===== src/rtl/inc_pkg.sv =====
// Purpose: shared constants and helpers for the step counter datapath.
// Latency: n/a (declarations only).
// Backpressure: n/a.
package inc_pkg;

  // Direction encoding on the Dir input.
  localparam logic DIR_DOWN = 1'b0;
  localparam logic DIR_UP   = 1'b1;

  // Values of the SATURATE parameter.
  localparam int MODE_WRAP = 0;
  localparam int MODE_SAT  = 1;

  // Mask with the low 'width' bits set; callers size-cast to their own width.
  function automatic logic [63:0] all_ones(input int width);
    if (width >= 64) begin
      return '1;
    end
    return (64'd1 << width) - 64'd1;
  endfunction

endpackage


===== src/rtl/inc_step_alu.sv =====
// Purpose: combinational add/subtract of a zero-extended step with carry/borrow detect.
// Latency: 0 cycles (pure combinational).
// Backpressure: none.
//
// Ports:
//   a     in  DATAWIDTH  current count
//   step  in  STEPWIDTH  unsigned step magnitude
//   dir   in  1          1 = add, 0 = subtract
//   r     out DATAWIDTH  low DATAWIDTH bits of the result
//   evt   out 1          carry out (up) or borrow out (down)
module inc_step_alu
  import inc_pkg::*;
#(
  parameter int DATAWIDTH = 8,
  parameter int STEPWIDTH = 4
) (
  input  logic [DATAWIDTH-1:0] a,
  input  logic [STEPWIDTH-1:0] step,
  input  logic                 dir,
  output logic [DATAWIDTH-1:0] r,
  output logic                 evt
);

  // One extra bit on top: for an add it catches the carry, for a subtract
  // it goes high exactly when step > a (two's-complement borrow).
  logic [DATAWIDTH:0] a_ext;
  logic [DATAWIDTH:0] step_ext;
  logic [DATAWIDTH:0] sum;

  assign a_ext    = {1'b0, a};
  assign step_ext = {{(DATAWIDTH + 1 - STEPWIDTH){1'b0}}, step};

  always_comb begin
    sum = '0;
    if (dir == DIR_UP) begin
      sum = a_ext + step_ext;
    end else begin
      sum = a_ext - step_ext;
    end
  end

  assign r   = sum[DATAWIDTH-1:0];
  assign evt = sum[DATAWIDTH];

endmodule


===== src/rtl/inc_step_counter.sv =====
// Purpose: registered up/down counter with runtime step, load/clear, wrap or saturate, sticky overflow.
// Latency: 1 cycle from sampling edge to d; tc is combinational from d and Dir.
// Backpressure: none; accepts one operation per cycle (Rst > Clr > Load > En).
//
// Ports:
//   Clk      in  1          rising-edge clock
//   Rst      in  1          synchronous reset, active-low
//   Clr      in  1          clear count to 0
//   Load     in  1          load LoadVal into count
//   LoadVal  in  DATAWIDTH  load value
//   En       in  1          count enable
//   Dir      in  1          1 = up, 0 = down
//   Step     in  STEPWIDTH  unsigned step magnitude
//   OvfClr   in  1          clear sticky ovf
//   d        out DATAWIDTH  registered count
//   tc       out 1          terminal count for the current direction
//   ovf      out 1          sticky carry/borrow flag
module inc_step_counter
  import inc_pkg::*;
#(
  parameter int DATAWIDTH = 8,
  parameter int STEPWIDTH = 4,
  parameter int SATURATE  = 0
) (
  input  logic                 Clk,
  input  logic                 Rst,
  input  logic                 Clr,
  input  logic                 Load,
  input  logic [DATAWIDTH-1:0] LoadVal,
  input  logic                 En,
  input  logic                 Dir,
  input  logic [STEPWIDTH-1:0] Step,
  input  logic                 OvfClr,
  output logic [DATAWIDTH-1:0] d,
  output logic                 tc,
  output logic                 ovf
);

  localparam logic [DATAWIDTH-1:0] ONES = DATAWIDTH'(all_ones(DATAWIDTH));

  logic [DATAWIDTH-1:0] alu_r;
  logic                 alu_evt;
  logic [DATAWIDTH-1:0] step_next;

  inc_step_alu #(
    .DATAWIDTH (DATAWIDTH),
    .STEPWIDTH (STEPWIDTH)
  ) u_alu (
    .a    (d),
    .step (Step),
    .dir  (Dir),
    .r    (alu_r),
    .evt  (alu_evt)
  );

  // On a carry/borrow, saturate mode pins the count to the boundary in the
  // direction of travel; wrap mode simply keeps the truncated result.
  always_comb begin
    step_next = alu_r;
    if (alu_evt && (SATURATE == MODE_SAT)) begin
      step_next = (Dir == DIR_UP) ? ONES : '0;
    end
  end

  always_ff @(posedge Clk) begin
    if (!Rst) begin
      d   <= '0;
      ovf <= 1'b0;
    end else begin
      if (OvfClr) begin
        ovf <= 1'b0;
      end
      if (Clr) begin
        d <= '0;
      end else if (Load) begin
        d <= LoadVal;
      end else if (En) begin
        d <= step_next;
        // Later assignment wins: a fresh event beats a coincident OvfClr.
        if (alu_evt) begin
          ovf <= 1'b1;
        end
      end
    end
  end

  assign tc = (Dir == DIR_UP) ? (d == ONES) : (d == '0);

endmodule


===== config.mk =====
export PLATFORM = sky130hd
export DESIGN_NAME = inc_step_counter
export DESIGN_NICKNAME = d
export VERILOG_FILES = /design/src/rtl/inc_pkg.sv /design/src/rtl/inc_step_alu.sv /design/src/rtl/inc_step_counter.sv
export SDC_FILE = /design/constraint.sdc
export NUM_CORES = 1
export LEC_CHECK = 0
export ABC_AREA = 1
export ABC_CLOCK_PERIOD_IN_PS = 2000
export CAP_MARGIN = 5
export CORE_UTILIZATION = 49
export CTS_CLUSTER_DIAMETER = 100
export DETAILED_ROUTE_END_ITERATION = 7
export DONT_BUFFER_PORTS = 1
export GPL_ROUTABILITY_DRIVEN = 0
export PLACE_DENSITY = 0.66
export RECOVER_POWER = 25
export SYNTH_ARGS = -nofsm -noshare
export SYNTH_HDL_FRONTEND = slang
export SYNTH_SLANG_ARGS = --single-unit

===== constraint.sdc =====
create_clock -name Clk -period 2 [get_ports Clk]
set_input_delay 0.3 -clock Clk [delete_from_list [all_inputs] [get_ports Clk]]
set_output_delay 0.3 -clock Clk [all_outputs]
set_load 0.05 [all_outputs]

## After elaboration in Yosys (flattened, before gate mapping)

Cells that the tools add are included.

| cells by class | value |
|---|---|
| $mul | 0 |
| shift operators | 0 |
| add/subtract/negate cells | 2 |
| reductions and logical operators | 3 |
| bitwise logic cells | 1 |
| multiplexer cells | 9 |
| divide/modulo/power cells | 0 |
| order comparisons | 0 |
| eq/ne operators | 1 |

Operators by type and width:

| kind | count |
|---|---|
| two-way mux 8 bit | 2 |
| adder 8 x 4 -> 9 bit | 1 |
| two-way mux 9 bit | 1 |
| subtractor 8 x 4 -> 9 bit | 1 |
| equality test 8 bit (second input constant) | 1 |
| logical NOT 8 bit | 1 |
| two-way mux 1 bit | 6 |
| nonzero test 2 bit | 1 |
| OR reduction 2 bit | 1 |
| inverter 1 bit | 1 |

| storage, ports and cells | value |
|---|---|
| memories kept | 0 |
| output and inout bits | 10 |
| register bits | 9 |
| RAM bits | 0 |
| bits in latches | 0 |
| input bits | 19 |
| memory bits (read-only) | 0 |

## Logic depth before layout (Yosys ltp)

Gate-level depths: netlist (run 1).

| logic depth | value |
|---|---|
| depth in word-level cells | 6 |
| mapped depth | 16 |

## By module

Synthesis (run 1) repeated with hierarchy kept, for this count alone.

| second synthesis, totals | value |
|---|---|
| cell total of the unflattened synthesis | 173 |
| area, all modules | 1034.7 µm² |

By module, submodules not included:

| module | cells an instance | area each (µm²) | instances |
|---|---|---|---|
| inc_step_counter | 82 | 525.5 | 1 |
| inc_step_alu | 91 | 509.2 | 1 |

## Worst setup path after synthesis (run 1)

Ideal clock, no wire load.

| timing | value |
|---|---|
| path kind | register to output |
| from | register d[1] |
| to | output tc |
| cell stages (with the launch flop) | 3 |
| data required time | 1700 ps |
| path buffers | 0 |
| setup slack | -401 ps |
| arrival time | 2101 ps |
| cell sequence | dfxtp_1 -> nand4_1 -> o31ai_1 |

| between the ends | value |
|---|---|
| word-level cells in the longest chain between the ends | 2 |
| elaborated cells between the ends (all ways) | 3 |
| classes of those cells | eq/ne (1); mux (1); reduce/logical (1) |

RTL lines:

| element | RTL line | source |
|---|---|---|
| start, declared | inc_step_counter.sv:34 | `output logic [DATAWIDTH-1:0] d,` |
| start signal, assigned | inc_step_counter.sv:76 | `d <= LoadVal;` |
| start signal, assigned | inc_step_counter.sv:78 | `d <= step_next;` |
| equality test 8 bit / logical NOT 8 bit (equally long branches) | inc_step_counter.sv:87 | `assign tc = (Dir == DIR_UP) ? (d == ONES) : (d == '0);` |
| two-way mux 1 bit (*) | inc_step_counter.sv:87 |  |
| end, declared | inc_step_counter.sv:35 | `output logic tc,` |

Mark *: on every way between the ends. The rest lies on a longest branch, timed or not.

## Worst setup path after layout (run 1)

| timing | value |
|---|---|
| from | register d[0] |
| to | output tc |

The elaborated chain is that of the path after synthesis.

==> qor.json, run 1 <==
{
  "status": {
    "status": "finished clean"
  },
  "worst_setup_path": {
    "worstPathBufferInverterCount": 2,
    "path_class": "reg -> out",
    "crit_path_max_incr_delay_ps": 310,
    "crit_chain": "buf_4 -> nor4_1 -> nand3_1 -> o31ai_4 -> buf_12",
    "critPathLaunchType": "register",
    "worst_path_dominant_cell_family": "simple AND/OR/NAND/NOR gates",
    "r2r_end": "ovf$_SDFF_PN0_",
    "r2r_startpoint": "d[0]$_SDFFE_PP0P_",
    "timing.critical_path.fanout_max": 4,
    "r2r_slack_ps": 390,
    "critPathArrivalTime_ps": 1530,
    "r2r.worst_path.cells": 10,
    "crit_required_ps": 1700,
    "worstSetupEndpointType": "output port",
    "timing.critical_path.slowest_stage_cell": "dfxtp_1"
  },
  "power_and_ir_drop": {
    "vdd_ir_drop_max_mv": 0.330,
    "design_power_total_uw": 544,
    "p_leak_uw": 0.000584,
    "power.density_cell_area_nw_per_um2": 508
  },
  "floorplan": {
    "core_area_um2": 1730,
    "floorplan.die_area_um2": 2030,
    "die_height_um": 45.1,
    "initial_utilization_pct": 52.7,
    "rows": 15,
    "ios": 29,
    "die_w_um": 45.1
  },
  "timing": {
    "max_clk_rate_mhz": 547,
    "fin_skew_ps": 5.80,
    "timing_worst_slew_pin_value_ps": 583,
    "unrepaired_setup_endpoints_after_global_routing": "no",
    "postLayoutSetupSlackWorst_ps": 172,
    "hold_viol_final": 0,
    "timing_max_transition_violations_final": 0,
    "relSlewSlack_pct": 61.3,
    "finalSetupViolations": 0,
    "layout_min_cycle_time_ps": 1830,
    "final_min_period_over_clock_period_pct": 91.4
  },
  "flow_run": {
    "maxCapViolCount": 0
  },
  "route": {
    "final_routed_wirelength_mm": 2.18,
    "detail_route.vias_per_cell": 5.38,
    "first_pass_iters": 4,
    "post_drt_wl_per_cell_um": 11.9,
    "dr_total_vias": 984,
    "final_antenna_net_count": 0,
    "drcViolationCount": 0,
    "drt_first_iter_violations": 21
  },
  "clock_tree": {
    "tritoncts": "done",
    "cts_buffers": 3,
    "htreeDepth": 1,
    "cts.hold.buffers_added": 0,
    "clock-sinks": 9,
    "post_cts.repair.setup_buffers": 0,
    "post_cts.resized_instances": 0,
    "longest_clk_path_bufs": 2,
    "worst_skew_late_latency_ps": 260,
    "cts_root_buffer": "clkbuf_4",
    "clkTransAtPathRegs_ps": 60
  },
  "yosys": {
    "yosys_register_bits": 9,
    "synth_sequential_area_ratio_pct": 19.8,
    "count_of_different_cell_masters_after_synthesis": 26,
    "synth.cell_area_um2": 910,
    "synth_warnings": 0,
    "synth_fp_nets": 174,
    "postSynthAreaPerCell_um2": 6.32,
    "post_synthesis_cells": 144
  },
  "grt": {
    "vias_in_the_first_global_route": 831,
    "grt_antenna_before_repair": 0,
    "globalRouteTotalUtil_pct": 23.0,
    "grt_first_pass_wirelength_mm": 3.44,
    "grt_max_degree": 11,
    "globalRoute.totalOverflow": 0
  },
  "cells_and_area": {
    "final_layout_size_suffix_gt1_share_pct": 14.6,
    "final_common_cell": "nand2_1",
    "area_overhead_of_the_layout_relative_to_synthesis_pct": 17.6,
    "layout.area.seq_um2": 180,
    "total_area_of_multi_input_combinational_cells_um2": 643,
    "antennaDiodeCount": 0,
    "most_frequent_cells_in_the_layout": "nand2_1 (43), inv_1 (23), nand3_1 (12)",
    "filler_cell_count": 173,
    "nets": 189
  },
  "min_path": {
    "min_delay_worst_endpoint": "ovf$_SDFF_PN0_",
    "holdCritPathClass": "in -> reg",
    "whs_path_depth": 2,
    "hp-start": "Rst"
  },
  "place": {
    "numPortBuffers": 0,
    "half_perimeter_wire_length_after_detailed_placement_mm": 1.84,
    "dp_slack_ps": -93.5
  }
}
[synthesized netlist by cell type]
cell,n,share of area (%)
a21oi_1,9,5.0
a21oi_2,2,1.9
a22oi_1,6,5.0
a31oi_1,1,0.69
buf_4,1,0.83
clkinv_1,1,0.41
dfxtp_1,9,20
fa_1,1,2.2
ha_1,10,14
inv_1,23,9.5
inv_2,2,0.83
nand2_1,43,18
nand2_2,2,1.4
nand3_1,12,6.6
nand3b_1,1,0.83
nand4_1,3,2.1
nor2_1,6,2.5
nor2_4,1,1.2
nor3_1,1,0.55
nor4_1,2,1.4
o21a_1,1,0.83
o21ai_0,3,1.7
o21ai_2,1,0.96
o22ai_1,1,0.69
o31ai_1,1,0.83
xor2_1,1,0.96
[area by class of cell]
type	count	area share, %
multi-input combinational	108	60.1
clock buffer	4	2.46
tap	25	2.92
timing repair buffer	11	8.54
inverter	26	9.12
sequential	9	16.8
[registers in the layout, summed over array words and instances (netlist names)]
register	cells
ovf	1
d	8
[how the worst max path moves through the flow]
stage	startpoint	end	slack, ps	cells after the start
2_1_floorplan	Step[1]	ovf$_SDFF_PN0_	80	15
3_3_place_gp	Step[1]	ovf$_SDFF_PN0_	10	15
3_5_place_dp	Step[1]	ovf$_SDFF_PN0_	-90	15
4_1_cts	d[0]$_SDFFE_PP0P_	tc	160	5
5_1_grt	Step[1]	ovf$_SDFF_PN0_	70	15
6_report	d[0]$_SDFFE_PP0P_	tc	170	5
[per-layer routing]
metal | up-vias | track usage [%] | routed length (um)
li1 | 503 | - | -
met1 | 443 | 31.0 | 1040
met2 | 36 | 39.4 | 1040
met3 | 2 | 2.00 | 92
met4 | 0 | 5.45 | 10
met5 | - | 0 | 0
[per-stage QoR]
step / std cells / util (%) / setup TNS, ps / instance area (um2) / hold WS, ps
after global routing: 183 / 62.0 / 0 / 1070 / 193
after CTS: 183 / 61.9 / 0 / 1070 / 189
after detailed placement: 179 / 60.4 / -93.5 / 1040 / 454
after floorplan: 144 / - / 0 / 923 / 439
final: 183 / 62.0 / 0 / 1070 / 184
after global placement: 179 / 60.4 / 0 / 1040 / 449
[kinds of logic after synthesis]
family	synth area share [%]
buffers and inverters	11.6
flip-flops	19.8
AO/OA/AOI/OAI	17.5
AND/OR/NAND/NOR	34.2
adder cells (fa/ha/maj)	16.0
XOR/XNOR	0.963
[where the power goes]
| group | leakage [uW] | internal [uW] | switching, uW |
|---|---|---|---|
| registers | 0.0000735 | 187 | 13.1 |
| clock network | 0.0000150 | 76.8 | 63.4 |
| logic | 0.000496 | 77.4 | 126 |
| total | 0.000584 | 341 | 203 |
Note: power is estimated with default switching activity, not from simulation.
==> run 2: changes to the inputs <==
RECOVER_POWER = 50   (was 25)
SETUP_SLACK_MARGIN = 0.4   (was unset)
==> qor.json, run 2 (synthesis results as in run 1) <==
{
  "worst_setup_path": {
    "worstSetupEndpointType": "output port",
    "worst_path_dominant_cell_family": "simple AND/OR/NAND/NOR gates",
    "timing.critical_path.fanout_max": {"value": 5, "change": "+1"},
    "timing.critical_path.slowest_stage_cell": "dfxtp_2",
    "path_class": "reg -> out",
    "crit_path_max_incr_delay": {"value": 370, "unit": "ps", "change": "+60 ps"},
    "r2r.worst_path.cells": {"value": 10, "change": "unchanged"},
    "critPathArrivalTime": {"value": 1410, "unit": "ps", "change": "-120 ps"},
    "crit_chain": "nor4_4 -> nand3_1 -> o31ai_4 -> buf_12",
    "crit_required": {"value": 1700, "unit": "ps", "change": "about the same"},
    "worstPathBufferInverterCount": {"value": 1, "change": "-1"},
    "critPathLaunchType": "register",
    "cp.depth": {"value": 4, "change": "-1"}
  },
  "power_and_ir_drop": {
    "vdd_ir_drop_max": {"value": 0.389, "unit": "mV", "change": "+18%"},
    "design_power_total": {"value": 566, "unit": "uW", "change": "+4.1%"},
    "power.density_cell_area": {"value": 510, "unit": "nW/um2", "change": "+0.39%"},
    "p_leak": {"value": 0.000576, "unit": "uW", "change": "-1.4%"}
  },
  "place": {
    "numPortBuffers": {"value": 0, "change": "unchanged"},
    "dp_cells": {"value": 176, "change": "-1.7%"},
    "half_perimeter_wire_length_after_detailed_placement": {"value": 1.87, "unit": "mm", "change": "+1.6%"},
    "dp_slack": {"value": 13.6, "unit": "ps", "change": "+107 ps"}
  },
  "min_path": {
    "holdCritPathClass": "in -> reg",
    "whs_path_depth": {"value": 2, "change": "unchanged"}
  },
  "cells_and_area": {
    "most_frequent_cells_in_the_layout": "nand2_1 (42), inv_1 (22), nand3_1 (11)",
    "biggestRegsByFlops": "d x8, ovf x1",
    "final_common_cell": "nand2_1",
    "largest_register_by_flop_count": "d",
    "final_layout_size_suffix_gt1_share": {"value": 18.2, "unit": "%", "change": "+3.7 points"},
    "largest_register_ffs": {"value": 8, "change": "unchanged"},
    "antennaDiodeCount": {"value": 0, "change": "unchanged"},
    "area_overhead_of_the_layout_relative_to_synthesis_pct": 22.0,
    "filler_cell_count": {"value": 190, "change": "+9.8%"},
    "nets": {"value": 190, "change": "+0.53%"},
    "layout.cells.non_filler": {"value": 184, "change": "+0.55%"}
  },
  "floorplan": {
    "ios": {"value": 29, "change": "unchanged"},
    "die_height": {"value": 45.1, "unit": "um", "change": "unchanged"},
    "initial_utilization": {"value": 52.7, "unit": "%", "change": "unchanged"},
    "core_area": {"value": 1730, "unit": "um2", "change": "unchanged"},
    "die_w": {"value": 45.1, "unit": "um", "change": "unchanged"},
    "rows": {"value": 15, "change": "unchanged"},
    "floorplan.die_area": {"value": 2030, "unit": "um2", "change": "unchanged"}
  },
  "clock_tree": {
    "htreeDepth": {"value": 1, "change": "unchanged"},
    "clock-sinks": {"value": 9, "change": "unchanged"},
    "clkTransAtPathRegs": {"value": 60, "unit": "ps", "change": "about the same"},
    "worst_skew_late_latency": {"value": 270, "unit": "ps", "change": "about the same"},
    "cts.hold.buffers_added": {"value": 0, "change": "unchanged"},
    "longest_clk_path_bufs": {"value": 2, "change": "unchanged"},
    "cts_buffers": {"value": 3, "change": "unchanged"},
    "tritoncts": "done",
    "cts_root_buffer": "clkbuf_4"
  },
  "timing": {
    "timing_max_transition_violations_final": {"value": 0, "change": "unchanged"},
    "layout_min_cycle_time": {"value": 1710, "unit": "ps", "change": "-119 ps"},
    "unrepaired_setup_endpoints_after_global_routing": "yes",
    "max_clk_rate": {"value": 585, "unit": "MHz", "change": "+6.9%"},
    "final.setup.tns": {"value": 0, "unit": "ps", "change": "unchanged"},
    "hold_viol_final": {"value": 0, "change": "unchanged"},
    "fin_skew": {"value": 4.50, "unit": "ps", "change": "-1.30 ps"},
    "timing_worst_slew_pin_value": {"value": 648, "unit": "ps", "change": "+65.4 ps"},
    "postLayoutSetupSlackWorst": {"value": 291, "unit": "ps", "change": "+119 ps"},
    "relSlewSlack": {"value": 56.8, "unit": "%", "change": "-4.5 points"},
    "fin_hold_ws": {"value": 192, "unit": "ps", "change": "+7.63 ps"},
    "finalSetupViolations": {"value": 0, "change": "unchanged"},
    "final_min_period_over_clock_period": {"value": 85.5, "unit": "%", "change": "-5.9 points"}
  },
  "route": {
    "routed-wl-met2": {"value": 1.25, "unit": "mm", "change": "+20%"},
    "drt_first_iter_violations": {"value": 25, "change": "+19%"},
    "route.met3.wl": {"value": 120, "unit": "um", "change": "+30%"},
    "dr.max_layer_used": "met4",
    "first_pass_iters": {"value": 4, "change": "unchanged"},
    "post_drt_wl_per_cell": {"value": 13.2, "unit": "um", "change": "+11%"},
    "drcViolationCount": {"value": 0, "change": "unchanged"},
    "final_antenna_net_count": {"value": 0, "change": "unchanged"},
    "detail_route.wirelength.met1": {"value": 1.00, "unit": "mm", "change": "-3.3%"},
    "final_routed_wirelength": {"value": 2.43, "unit": "mm", "change": "+11%"},
    "dr_total_vias": {"value": 983, "change": "-0.10%"},
    "detail_route.vias_per_cell": {"value": 5.34, "change": "-0.64%"}
  },
  "status": {
    "status": "finished clean"
  },
  "flow_run": {
    "maxCapViolCount": {"value": 0, "change": "unchanged"}
  },
  "grt": {
    "globalRoute.totalOverflow": {"value": 0, "change": "unchanged"},
    "grt_antenna_before_repair": {"value": 0, "change": "unchanged"},
    "globalRouteTotalUtil": {"value": 26.2, "unit": "%", "change": "+3.2 points"},
    "grt_first_pass_wirelength": {"value": 3.80, "unit": "mm", "change": "+10%"},
    "vias_in_the_first_global_route": {"value": 895, "change": "+7.7%"},
    "grt_max_degree": {"value": 11, "change": "unchanged"}
  }
}
run 2: changes by cell type in the layout (fill, tap and decap cells not counted), moves of 2 or more:
cell / change
dfxtp_1: -2
clkbuf_1: +5
o21ai_1: +2
buf_4: -4
o21ai_0: -2
run 2: power by group:
group / leakage [uW] / switching [uW] / internal (uW) / total [uW]
sequential: 0.0000746 / 18.2 / 187 / 205
clock: 0.0000150 / 66.2 / 77.1 / 143
combinational: 0.000486 / 132 / 86.0 / 218
run 2: path summary, 6_finish.rpt:
check	to	from	slack (ps)
setup / recovery	tc	d[1]$_SDFFE_PP0P_	290
hold / removal	ovf$_SDFF_PN0_	Rst	190
setup reg to reg	ovf$_SDFF_PN0_	d[0]$_SDFFE_PP0P_	350
hold reg to reg	d[7]$_SDFFE_PP0P_	d[7]$_SDFFE_PP0P_	650
run 2: stage by stage:
step / instance area (um2) / utilization, %
floorplan: 940 / -
global placement: 1040 / 60.0
detailed placement: 1040 / 60.0
CTS: 1100 / 63.7
global route: 1110 / 64.3
finish: 1110 / 64.3
run 2: worst reg2reg max path, delay by kind of cell, from the launching register on:
family          cells  cell delay [ps]
fa+ha+maj           2              620
flops               1              420
simple gates        6              290
compound gates      1              160
buf+inv             1               60
run 2: layout make-up:
cell class                      instances  area, um2  share of cell area (%)
Multi-Input combinational cell        108        688                    62.0
Clock buffer                            4       26.3                    2.37
Tap cell                               25       31.3                    2.82
Timing Repair Buffer                   12       80.1                    7.22
Inverter                               26       98.8                    8.91
Sequential cell                         9        185                    16.7
run 2: timing repair:
item	4_1_cts	5_1_grt
resized for setup	6	4
buffers inserted	3	1
setup endpoints to repair	4	7
pin swaps	4	5
hold endpoints to repair	0	0
run 2: metal layers:
layer | global-route usage (%) | vias to the layer above
li1 | - | 509
met1 | 30.6 | 435
met2 | 47.0 | 33
met3 | 7.60 | 6
met4 | 5.45 | 0
met5 | 0 | -
